==> config.mk <==
export PLATFORM = sky130hd
export DESIGN_NAME = blade_stage_ctrl
export DESIGN_NICKNAME = d
export VERILOG_FILES = /design/src/rtl/blade_stage_ctrl.sv
export SDC_FILE = /design/constraint.sdc
export NUM_CORES = 1
export LEC_CHECK = 0
export ABC_AREA = 1
export CAP_MARGIN = 20
export CELL_PAD_IN_SITES_DETAIL_PLACEMENT = 0
export CELL_PAD_IN_SITES_GLOBAL_PLACEMENT = 1
export CORE_ASPECT_RATIO = 0.75
export CORE_MARGIN = 2
export CORE_UTILIZATION = 44
export CTS_BUF_LIST = sky130_fd_sc_hd__clkbuf_8
export CTS_CLUSTER_DIAMETER = 80
export DETAILED_ROUTE_END_ITERATION = 8
export GPL_TIMING_DRIVEN = 0
export PLACE_DENSITY = 0.84
export SYNTH_ARGS = -nofsm -noshare
export SYNTH_HDL_FRONTEND = slang
export SYNTH_SLANG_ARGS = --single-unit
==> constraint.sdc <==
create_clock -name clk -period 1.3 [get_ports clk]
set_input_delay 0.26 -clock clk [delete_from_list [all_inputs] [get_ports clk]]
set_output_delay 0.26 -clock clk [all_outputs]
set_load 0.02 [all_outputs]
==> src/rtl/blade_stage_ctrl.sv <==
`default_nettype none
// ============================================================================
// Module : blade_stage_ctrl
// Brief  : Resilient bundled-data stage controller with an error-detection
//          window and a penalty cycle insertion before the right request.
//          Optional macro BLADE_ERR_CNT_EN adds err_cnt / err_last outputs.
// Rev    : 1.0  initial release
// ============================================================================
module blade_stage_ctrl #(
    parameter int NCH     = 2,
    parameter int ERR_WIN = 3,
    parameter int PENALTY = 2,
    parameter int CW      = 8
) (
    input  logic           clk,
    input  logic           rst,
    input  logic           lreq,
    output logic           lack,
    output logic           rreq,
    input  logic           rack,
    input  logic [NCH-1:0] err,
    input  logic [NCH-1:0] err_mask,
    output logic           latch_en,
    output logic           sample,
    output logic           err_flag
`ifdef BLADE_ERR_CNT_EN
    ,
    output logic [CW-1:0]  err_cnt,
    output logic [NCH-1:0] err_last
`endif
);

    localparam logic [5:0] IDLE  = 6'b000001;
    localparam logic [5:0] CAPT  = 6'b000010;
    localparam logic [5:0] CHECK = 6'b000100;
    localparam logic [5:0] PEN   = 6'b001000;
    localparam logic [5:0] REQ   = 6'b010000;
    localparam logic [5:0] RTZ   = 6'b100000;

    localparam logic [7:0] WIN_LAST = 8'(ERR_WIN - 1);
    localparam logic [7:0] PEN_LAST = 8'(PENALTY - 1);

    generate
        if (NCH < 1 || ERR_WIN < 1 || ERR_WIN > 255 ||
            PENALTY < 1 || PENALTY > 255 || CW < 1) begin : g_param_err
            $error("blade_stage_ctrl: parameter out of range");
        end
    endgenerate

    logic [1:0]     r_rst_sync;
    logic           w_rst_n;
    logic [5:0]     r_state;
    logic [5:0]     w_next;
    logic [7:0]     r_wcnt;
    logic [7:0]     r_pcnt;
    logic           r_lack;
    logic           r_err_seen;
    logic           r_err_flag;
    logic [NCH-1:0] w_err_vec;
    logic           w_err_now;
    logic           w_win_end;

    // Assertion is immediate, release is aligned to clk.
    always_ff @(posedge clk or negedge rst) begin
        if (!rst) begin
            r_rst_sync <= 2'b00;
        end else begin
            r_rst_sync <= {r_rst_sync[0], 1'b1};
        end
    end
    assign w_rst_n = r_rst_sync[1];

    assign w_err_vec = err & err_mask;
    assign w_err_now = |w_err_vec;
    assign w_win_end = (r_state == CHECK) && (r_wcnt == WIN_LAST);

    always_comb begin
        w_next = r_state;
        case (r_state)
            IDLE:    if (lreq && !r_lack && !rack) w_next = CAPT;
            CAPT:    w_next = CHECK;
            CHECK:   if (w_win_end) w_next = (r_err_seen || w_err_now) ? PEN : REQ;
            PEN:     if (r_pcnt == PEN_LAST) w_next = REQ;
            REQ:     if (rack) w_next = RTZ;
            RTZ:     if (!rack) w_next = IDLE;
            default: w_next = IDLE;
        endcase
    end

    always_ff @(posedge clk or negedge w_rst_n) begin
        if (!w_rst_n) begin
            r_state    <= IDLE;
            r_wcnt     <= 8'd0;
            r_pcnt     <= 8'd0;
            r_lack     <= 1'b0;
            r_err_seen <= 1'b0;
            r_err_flag <= 1'b0;
        end else begin
            r_state <= w_next;

            // The left return-to-zero may overlap any later state.
            if (r_state == CAPT) begin
                r_lack <= 1'b1;
            end else if (!lreq && r_lack) begin
                r_lack <= 1'b0;
            end

            if (r_state == CAPT) begin
                r_wcnt     <= 8'd0;
                r_err_seen <= 1'b0;
            end else if (r_state == CHECK) begin
                r_wcnt     <= r_wcnt + 8'd1;
                r_err_seen <= r_err_seen | w_err_now;
                if (w_win_end) begin
                    r_err_flag <= r_err_seen | w_err_now;
                end
            end

            if (r_state == CHECK) begin
                r_pcnt <= 8'd0;
            end else if (r_state == PEN) begin
                r_pcnt <= r_pcnt + 8'd1;
            end
        end
    end

    assign lack     = r_lack;
    assign err_flag = r_err_flag;
    assign latch_en = (r_state == CAPT);
    assign sample   = (r_state == CHECK);
    assign rreq     = (r_state == REQ);

`ifdef BLADE_ERR_CNT_EN
    logic [NCH-1:0] r_err_acc;
    logic [NCH-1:0] r_err_last;
    logic [CW-1:0]  r_err_cnt;
    logic           w_to_pen;

    assign w_to_pen = (r_state == CHECK) && (w_next == PEN);

    always_ff @(posedge clk or negedge w_rst_n) begin
        if (!w_rst_n) begin
            r_err_acc  <= '0;
            r_err_last <= '0;
            r_err_cnt  <= '0;
        end else begin
            if (r_state == CAPT) begin
                r_err_acc <= '0;
            end else if (r_state == CHECK) begin
                r_err_acc <= r_err_acc | w_err_vec;
            end
            if (w_to_pen) begin
                r_err_last <= r_err_acc | w_err_vec;
                if (r_err_cnt != '1) begin
                    r_err_cnt <= r_err_cnt + CW'(1);
                end
            end
        end
    end

    assign err_cnt  = r_err_cnt;
    assign err_last = r_err_last;
`endif

endmodule
`default_nettype wire

==> results.md, run 1 <==
* Run status: complete, but fails checks
* Failing checks: setup timing
* Register-to-Register Setup Slack at -0.21 ns
* Start of the worst register-to-register path: r_state[0]
* Pwr/cell area at 1630 nW/um^2
* Leakage dissipation at 1.07 nW
* Type of the most critical hold path: in2async
* Number of DRC markers after the initial detailed-route iteration at 59
* Die height at 54.7 um
* Pins Over Slew Limit at 0
* Number of nets in the layout at 253
* Number of standard cells after synthesis at between 150 and 200
* Share of cells above drive strength 1 at 33.3%
* Source-to-sink clock delay at the later pin of the worst-skew pair at ~0.27 ns
* Proportion of synthesized chip area in sequential cells at 45.0%
* Yosys warning total at 0
* Post-synth EDFFs at 0
* Via count of the first global-routing pass at 1292
* Leading cell type in the layout, fill and taps excluded: sky130_fd_sc_hd__nand2_1
* Vias per inst at approximately 5.0
* Final Cycle Share at 119%
* Drc violations at 0
* Gr usage total at a little under a fifth
* Num Clock Sinks at 27
* Number of library cell types mapped by synthesis at 23
* CTS Hold Bufs at 0
* Commonest cells after routing, fill and taps aside: sky130_fd_sc_hd__nand2_1 (43), sky130_fd_sc_hd__inv_1 (25), sky130_fd_sc_hd__dfrtp_1 (25), sky130_fd_sc_hd__nor2_1 (24)
* Placed inst area at 1680 um^2
* Worst Setup Path Type: reg2out
* Final wirelength at 3670 um
* Number of buffers added by the clock tree synthesis step at 3
* IO Port Bufs at 12
* Finish-stage setup viols at 27
* Arrival time of data at the critical path endpoint at 1.29 ns
* Number of nets with antenna violations after routing at 0
* Sequential group share of total power at 35.6%
* Data required, critical path at 1.04 ns
* Number of inserted diodes at 0
* Worst reg-to-reg path cell count at 8
* RSZ-0062 raised after global routing: true
* Final standard cell area without fillers at 2190 um^2
* CP Capture Type: primary output
* Net Switching at 0.00148 W
* Area growth from synthesis to final layout at 45.7%
* Clock input transition at the sequential cells of the worst setup and hold paths at 0.09 ns
* WL/cell at between 10 and 15 um
* Master cell of the clock root buffer: sky130_fd_sc_hd__clkbuf_8
* Total iterations of the first detailed-routing run at 4
* Maximum frequency from static timing analysis at 645 MHz
* Maximum number of pins on one net before global-route repair at 26
* Placer congestion estimate at 0.805
* Switching share of power at 41.3%
* First-pass GRT wire length at 5690 um
* Sum of negative setup slack at -3.81 ns
* Number of placed I/O pins at 13
* Fraction of registers with async set/reset at 100%
* Maximum vdd drop at between 800 and 900 uV
* Number of storage elements in the synthesis netlist at 27
* Detailed placement HPWL at 2240 um
* Global-route congestion overflow total at 0
* Post-synthesis instance area at 1510 um^2
* Most instantiated flip-flop cell in the synthesis netlist: sky130_fd_sc_hd__dfrtp_1
* Max clock buf depth at 2
* Number of max-capacitance violations reported at 0
* R2R Path End: r_state[1]
* Post-Synthesis Net Count at 211
* Area enclosed by the die boundary at just under 4000 um^2
* Count of endpoints failing hold in the final timing report at 0
* Routed vias at ~1.4k
* Shortest clock period the worst path allows after layout at ~1.6 ns
* CTS tree: done
* Htree depth at 1
* Synthesized area per cell at about 7.6 um^2
* Floorplan Core Area at about 3300 um^2
* Number of core rows at 18
* Die W at between 70 and 80 um
* Initial Util at 45.8%
* Largest clock skew in the final design at 0.00392 ns
* Number of antenna violations at the first check in global routing at 0
* Slack of the critical path at -0.251 ns
* Power Internal at 0.00209 W
* Clock power share at roughly 13%
* Combinational share of power at 51.1%
* Max FO, Critical Path at 3
* Number of fill cells in the layout at 253
* Startpoint class of the critical path: flop
==> layer usage <==
metal / global-route usage (%) / vias to the layer above / routed length [um]
met3: 5.34 / 8 / 114
met1: 23.7 / 673 / 1640
li1: - / 710 / -
met5: 0 / - / 0
met2: 33.5 / 18 / 1850
met4: 5.03 / 0 / 57
==> kinds of logic (layout without fill, tap and decap cells) <==
family,after synthesis,in the layout,share of synthesized area (%)
AOI/OAI and AO/OA,21,21,7.65
adders and majority gates,4,4,3.33
buffers and inverters,32,73,8.48
DFF,27,27,45.0
other,1,1,0.249
and+or+nand+nor,114,114,35.3
==> final cells by class <==
| class | count | area (um^2) | area share, % |
|---|---|---|---|
| buffer | 1 | 15.0 | 0.685 |
| clock buffer | 3 | 41.3 | 1.88 |
| clock inverter | 1 | 5.00 | 0.228 |
| inverter | 31 | 124 | 5.65 |
| multi-input combinational | 140 | 887 | 40.4 |
| sequential | 27 | 678 | 30.9 |
| tap | 40 | 50.0 | 2.28 |
| timing repair buffer | 37 | 393 | 17.9 |
==> worst max path at each step <==
stage                 to  cells after the start       start
2_1_floorplan  r_wcnt[1]                      6  r_state[4]
3_3_place_gp      sample                      4  r_state[4]
3_5_place_dp      sample                      4  r_state[5]
4_1_cts           sample                      5  r_state[0]
5_1_grt           sample                      5  r_state[4]
6_report          sample                      5  r_state[1]
==> worst max-delay path, cell delays in order (launching register included) <==
cell	delay [ns]
sky130_fd_sc_hd__dfrtp_1	0.42
sky130_fd_sc_hd__nor2_4	0.19
sky130_fd_sc_hd__buf_12	0.13
sky130_fd_sc_hd__nand3_4	0.08
sky130_fd_sc_hd__inv_4	0.08
sky130_fd_sc_hd__buf_6	0.11
==> registers in the layout (all words and copies together) (netlist names) <==
signal	count
err_flag	1
lack	1
r_err_seen	1
r_pcnt	8
r_rst_sync	2
r_state	6
r_wcnt	8
==> what timing repair did <==
action                     CTS  global route
setup endpoints to repair   21            28
setup buffers               18             6
resized for setup           74            21
pin swaps                   19             8
==> cell usage after synthesis, types with 2 or more instances <==
cell | number | area share (%)
sky130_fd_sc_hd__nand3_1 | 15 | 5.0
sky130_fd_sc_hd__dfrtp_1 | 26 | 43
sky130_fd_sc_hd__nand4_1 | 5 | 2.1
sky130_fd_sc_hd__a21oi_1 | 5 | 1.7
sky130_fd_sc_hd__nor2_4 | 3 | 2.2
sky130_fd_sc_hd__nor2_1 | 33 | 8.2
sky130_fd_sc_hd__nor3_1 | 2 | 0.67
sky130_fd_sc_hd__o22ai_1 | 2 | 0.83
sky130_fd_sc_hd__nand3_4 | 2 | 2.3
sky130_fd_sc_hd__o21ai_0 | 11 | 3.7
sky130_fd_sc_hd__nand2_1 | 48 | 12
sky130_fd_sc_hd__nor2_2 | 3 | 1.2
sky130_fd_sc_hd__o21bai_1 | 2 | 1.0
sky130_fd_sc_hd__inv_1 | 30 | 7.5
sky130_fd_sc_hd__ha_1 | 4 | 3.3
==> per-stage QoR <==
stage / hold WS [ns] / instances / utilization, % / setup WS [ns] / total power, W
finish: 0.145 / 280 / 66.7 / -0.251 / 0.00357
global route: 0.130 / 280 / 66.7 / -0.313 / 0.00382
CTS: 0.138 / 273 / 62.3 / -0.240 / 0.00337
detailed placement: 0.340 / 251 / 51.0 / -0.537 / 0.00235
global placement: 0.336 / 251 / 51.0 / -0.534 / 0.00231
floorplan: -0.0356 / 199 / - / 0.0853 / 0.00203
==> power groups by stage <==
stage / combinational, W / clock [W] / sequential (W)
after floorplan: 0.000764 / 0 / 0.00126
after global placement: 0.00104 / 0 / 0.00127
after detailed placement: 0.00106 / 0 / 0.00129
after CTS: 0.00162 / 0.000484 / 0.00127
after global routing: 0.00199 / 0.000531 / 0.00130
final: 0.00182 / 0.000477 / 0.00127
No activity file was read; power rests on OpenSTA's default activity.
==> run 2, diff against run 1 <==
SETUP_SLACK_MARGIN = 0.4   (was not set)
==> results.md, run 2 (synthesized netlist as in run 1, its figures left out) <==
* Run status: complete, but fails checks
* Failing checks: setup timing
* Largest clock skew in the final design at 0.0136 ns (+0.00964 ns)
* Maximum vdd drop at 683 uV (-21%)
* Htree depth at 1 (unchanged)
* Worst slew margin relative to its limit at 62.4%
* Count of endpoints failing hold in the final timing report at 0 (unchanged)
* Maximum number of pins on one net before global-route repair at 26 (unchanged)
* Global-route congestion overflow total at 0 (unchanged)
* Tightest Pin Transition at 0.564 ns
* Worst path top cell family by delay: flip-flops
* Max FO, Critical Path at 4 (+1)
* Slowest cell on crit path: sky130_fd_sc_hd__dfstp_2
* Number of buffers added by the clock tree synthesis step at 3 (unchanged)
* Number of inserted diodes at 0 (unchanged)
* Placer congestion estimate at 0.842 (+4.5%)
* Type of the most critical hold path: in2async
* Highest layer used for signal routing: met4
* Source-to-sink clock delay at the later pin of the worst-skew pair at 0.28 ns (about the same)
* Shortest clock period the worst path allows after layout at 1.52 ns (-0.0294 ns)
* Floorplan Core Area at 3290 um^2 (unchanged)
* Buffer and inverter count on the worst path at 2 (-1)
* Largest registers ranked by flip-flop count: r_pcnt (8), r_wcnt (8), r_state (6)
* Routed vias at 1385 (-1.7%)
* Number of max-capacitance violations reported at 0 (unchanged)
* Num Clock Sinks at 27 (unchanged)
* Max clock buf depth at 2 (unchanged)
* Total iterations of the first detailed-routing run at 6 (+2)
* Die height at 54.7 um (unchanged)
* Detailed placement HPWL at 2260 um (+0.96%)
* Amount of wire on met2 after detailed routing at 1800 um (-2.8%)
* Slack of the critical path at -0.222 ns (+0.0294 ns)
* CP Capture Type: primary output
* Via count of the first global-routing pass at 1317 (+1.9%)
* Share of cells above drive strength 1 at 32.4% (-0.98 points)
* Commonest cells after routing, fill and taps aside: sky130_fd_sc_hd__nand2_1 (41), sky130_fd_sc_hd__inv_1 (26), sky130_fd_sc_hd__dfrtp_1 (24), sky130_fd_sc_hd__nor2_1 (23), sky130_fd_sc_hd__buf_4 (17)
* Number of nets with antenna violations after routing at 0 (unchanged)
* First-pass GRT wire length at 6020 um (+5.8%)
* Utilization after layout at 63.0% (-3.7 points)
* Leading cell type in the layout, fill and taps excluded: sky130_fd_sc_hd__nand2_1
* Number of core rows at 18 (unchanged)
* Clock input transition at the sequential cells of the worst setup and hold paths at 0.10 ns (about the same)
* Data required, critical path at 1.04 ns (about the same)
* Detailed route wirelength on metal3 at 117 um (+2.6%)
* Area growth from synthesis to final layout at 37.6%
* Master cell of the clock root buffer: sky130_fd_sc_hd__clkbuf_8
* Pwr/cell area at 1610 nW/um^2 (-1.1%)
* Met1 layer wirelength in the final routing at 1590 um (-3.1%)
* Number of DRC markers after the initial detailed-route iteration at 107 (+81%)
* Final Cycle Share at 117% (-2.3 points)
* Worst hold slack at 0.143 ns (-0.00154 ns)
* Critical Path Max Stage Delay at 0.60 ns (+0.18 ns)
* Final wirelength at 3520 um (-3.9%)
* Startpoint class of the critical path: flop
* RSZ-0062 raised after global routing: true
* Drc violations at 0 (unchanged)
* Maximum frequency from static timing analysis at 657 MHz (+1.9%)
* IO Port Bufs at 12 (unchanged)
* CTS Hold Bufs at 0 (unchanged)
* Area enclosed by the die boundary at 3910 um^2 (unchanged)
* CTS tree: done
* Number of antenna violations at the first check in global routing at 0 (unchanged)
* Initial Util at 45.8% (unchanged)
* Number of placed I/O pins at 13 (unchanged)
* Worst Setup Path Type: reg2out
* Vias per inst at 4.98 (-1.0%)
* Number of nets in the layout at 251 (-0.79%)
* Finish-stage setup viols at 25 (-7.4%)
* Cell Chain, Critical Path: nor2_4, nand3_4, clkinv_4, buf_6
* Leakage dissipation at 1.02 nW (-4.3%)
* Arrival time of data at the critical path endpoint at 1.26 ns (-0.03 ns)
* WL/cell at 12.7 um (-3.2%)
* Gr usage total at 20.3% (+1.2 points)
* Pins Over Slew Limit at 0 (unchanged)
* Die W at 71.5 um (unchanged)
-- run 2: cell types whose count changed in the layout (fill, tap and decap cells not counted), moves of 3 or more --
cell,change
sky130_fd_sc_hd__buf_4,+5
sky130_fd_sc_hd__o21ai_0,+8
sky130_fd_sc_hd__o21ai_1,-4
sky130_fd_sc_hd__nor2_2,+3
sky130_fd_sc_hd__o21ai_2,-4
sky130_fd_sc_hd__nand2_2,+3
-- run 2: final timing paths --
path / startpoint / to / slack (ns) / depth (start not counted)
min reg2reg: r_rst_sync[1] / r_wcnt[0] / 0.25 / 0
min in group clk: r_rst_sync[0] / r_rst_sync[1] / 0.36 / 0
max in group asynchronous: r_rst_sync[1] / r_state[5] / 0.65 / 0
min: rst / r_rst_sync[0] / 0.14 / 1
max reg2reg: r_state[4] / r_pcnt[7] / -0.17 / 8
max: r_state[0] / sample / -0.22 / 4
-- run 2: area by class of cell --
class | count | area [um^2]
multi-input cells | 140 | 837
clock inverters | 1 | 3.75
clock buffers | 3 | 41.3
flip-flops and latches | 27 | 679
well taps | 40 | 50.0
plain buffers | 1 | 11.3
fillers | 274 | 1220
repair buffers | 35 | 322
inverters | 31 | 126
-- run 2: where the power goes --
part	total, W	internal [W]	switching (W)
combinational	0.00158	0.000701	0.000876
clock	0.000474	0.000212	0.000262
sequential	0.00128	0.00106	0.000221
-- run 2: routing by layer --
metal  up-vias  track usage, %
met2        17            36.6
met5         -               0
met4         0            3.14
met3         2            4.60
li1        707               -
met1       659            25.9
-- run 2: repair_timing --
action | 4_1_cts | 5_1_grt
pin swaps | 10 | 11
endpoints found under the setup margin | 55 | 30
gates resized for setup | 55 | 14
setup buffers | 18 | 5
-- run 2: metrics by stage --
step,power [W],instances,area (um^2),setup WS (ns),TNS [ns]
global route,0.00361,278,2070,-0.261,-4.94
CTS,0.00318,273,1990,-0.196,-2.47
global placement,0.00238,251,1720,-0.527,-2.61
detailed placement,0.00242,251,1720,-0.535,-2.99
finish,0.00333,278,2070,-0.222,-2.73
floorplan,0.00210,199,1550,0.0916,0
==> run 3, diff against run 2 <==
HOLD_SLACK_MARGIN = 0.05   (was not set)
PLACE_DENSITY = 0.85   (was 0.84)
==> results.md, run 3 (synthesized netlist as in run 1, its figures left out) <==
* Number of max-capacitance violations reported at 0 (unchanged)
* Pins Over Slew Limit at 0 (unchanged)
* Source-to-sink clock delay at the later pin of the worst-skew pair at 0.27 ns (about the same)
* Startpoint class of the critical path: flop
* Run status: complete, but fails checks
* Final Cycle Share at 116% (-1.4 points)
* Start of the worst register-to-register path: r_state[5]
* Number of nets in the layout at 251 (unchanged)
* Die W at 71.5 um (unchanged)
* Max FO, Critical Path at 4 (unchanged)
* Count of endpoints failing hold in the final timing report at 0 (unchanged)
* Final wirelength at 3460 um (-1.8%)
* Master cell of the clock root buffer: sky130_fd_sc_hd__clkbuf_8
* Number of nets with antenna violations after routing at 0 (unchanged)
* Worst slew margin relative to its limit at 62.3% (-0.066 points)
* CTS Hold Bufs at 0 (unchanged)
* Final standard cell area without fillers at 2150 um^2 (+3.8%)
* Floorplan Core Area at 3290 um^2 (unchanged)
* First-pass GRT wire length at 5660 um (-6.0%)
* Largest registers ranked by flip-flop count: r_pcnt (8), r_wcnt (8), r_state (6)
* Slack of the critical path at -0.203 ns (+0.0185 ns)
* Number of core rows at 18 (unchanged)
* Clock input transition at the sequential cells of the worst setup and hold paths at 0.09 ns (about the same)
* Combined area of the multi-input logic cells at 848 um^2 (+1.3%)
* Number of placed I/O pins at 13 (unchanged)
* Pwr/cell area at 1540 nW/um^2 (-4.4%)
* Maximum frequency from static timing analysis at 665 MHz (+1.2%)
* Routed vias at 1350 (-2.5%)
* Gr usage total at 19.2% (-1.1 points)
* Leading cell type in the layout, fill and taps excluded: sky130_fd_sc_hd__nand2_1
* Total iterations of the first detailed-routing run at 4 (-2)
* Finish-stage setup viols at 20 (-20%)
* Initial Util at 45.8% (unchanged)
* Tightest Pin Transition at 0.565 ns (+0.000994 ns)
* Maximum vdd drop at 719 uV (+5.4%)
* Largest clock skew in the final design at 0.00356 ns (-0.0100 ns)
* Detailed placement HPWL at 2250 um (-0.53%)
* Setup crit start: r_state[0]
* Arrival time of data at the critical path endpoint at 1.24 ns (-0.02 ns)
* Global-route congestion overflow total at 0 (unchanged)
* Number of DRC markers after the initial detailed-route iteration at 79 (-26%)
* CTS tree: done
* Failing checks: setup timing
* RSZ-0062 raised after global routing: true
* Share of cells above drive strength 1 at 32.8% (+0.42 points)
* Max clock buf depth at 2 (unchanged)
* Worst Setup Path Type: reg2out
* Leakage dissipation at 1.07 nW (+4.2%)
* WL/cell at 12.4 um (-1.8%)
* Type of the most critical hold path: in2async
* Area growth from synthesis to final layout at 42.8%
* Vias per inst at 4.86 (-2.5%)
* Commonest cells after routing, fill and taps aside: sky130_fd_sc_hd__nand2_1 (40), sky130_fd_sc_hd__inv_1 (24), sky130_fd_sc_hd__dfrtp_1 (24), sky130_fd_sc_hd__nor2_1 (22), sky130_fd_sc_hd__nand3_1 (13)
* Maximum number of pins on one net before global-route repair at 26 (unchanged)
* Htree depth at 1 (unchanged)
* Number of buffers added by the clock tree synthesis step at 3 (unchanged)
* Area enclosed by the die boundary at 3910 um^2 (unchanged)
* Register area at 679 um^2 (unchanged)
* Shortest clock period the worst path allows after layout at 1.50 ns (-0.0185 ns)
* IO Port Bufs at 12 (unchanged)
* Number of antenna violations at the first check in global routing at 0 (unchanged)
* Number of inserted diodes at 0 (unchanged)
* Data required, critical path at 1.04 ns (about the same)
* Die height at 54.7 um (unchanged)
* CP Capture Type: primary output
* Place WS at -0.533 ns (+0.00194 ns)
* Drc violations at 0 (unchanged)
* Num Clock Sinks at 27 (unchanged)
* Via count of the first global-routing pass at 1277 (-3.0%)
* Placed inst area at 1720 um^2 (unchanged)
* Number of fill cells in the layout at 283 (+3.3%)
* Placer congestion estimate at 0.835 (-0.72%)
[run 3: critical path, cell delays in order, from the launching register on]
cell and delay (ns):
sky130_fd_sc_hd__dfstp_2 0.58, sky130_fd_sc_hd__nor2_4 0.07, sky130_fd_sc_hd__nand3_4 0.11, sky130_fd_sc_hd__clkinv_4 0.08, sky130_fd_sc_hd__buf_6 0.13
[run 3: metal layers]
metal	vias to the layer above	GRT usage, %	share of wire, %
met5	-	0	0
met2	11	34.3	49
met1	633	25.0	49
met3	0	4.42	2.1
met4	0	1.89	0
li1	706	-	-
[run 3: what timing repair did]
action,4_1_cts,5_1_grt
setup endpoints to repair,55,30
gates resized for setup,58,30
gates cloned,0,1
setup buffers,17,5
pin swaps,9,12
[run 3: where the power goes]
group	total, W	internal [W]	switching (W)	leakage [nW]
combinational	0.00156	0.000689	0.000870	0.688
sequential	0.00128	0.00106	0.000221	0.352
clock	0.000466	0.000212	0.000254	0.0269
total	0.00331	0.00196	0.00135	1.07
[run 3: worst paths after layout]
check	endpoint	slack, ns	depth (start not counted)
hold / removal	r_rst_sync[0]	0.14	1
max in group asynchronous	r_state[4]	0.63	0
setup / recovery	sample	-0.20	4
min in group clk	r_rst_sync[1]	0.35	0
hold reg to reg	r_wcnt[0]	0.27	0
setup reg to reg	r_pcnt[0]	-0.14	8
[run 3: cell type report]
type / instances / area share (%)
inverters: 31 / 6.58
plain buffers: 1 / 0.698
repair buffers: 35 / 17.2
multi-input cells: 140 / 39.5
flip-flops and latches: 27 / 31.6
clock buffers: 3 / 1.92
clock inverters: 1 / 0.175
well taps: 40 / 2.33
[run 3: through the flow]
step / util, % / cells / TNS [ns] / hold slack, ns / power (W)
6_report: 65.4 / 278 / -1.81 / 0.141 / 0.00331
5_1_grt: 65.4 / 278 / -3.53 / 0.125 / 0.00356
4_1_cts: 60.7 / 272 / -2.16 / 0.136 / 0.00315
3_5_place_dp: 52.3 / 251 / -2.73 / 0.336 / 0.00241
3_3_place_gp: 52.3 / 251 / -2.59 / 0.336 / 0.00237
2_1_floorplan: - / 199 / 0 / -0.0356 / 0.00210
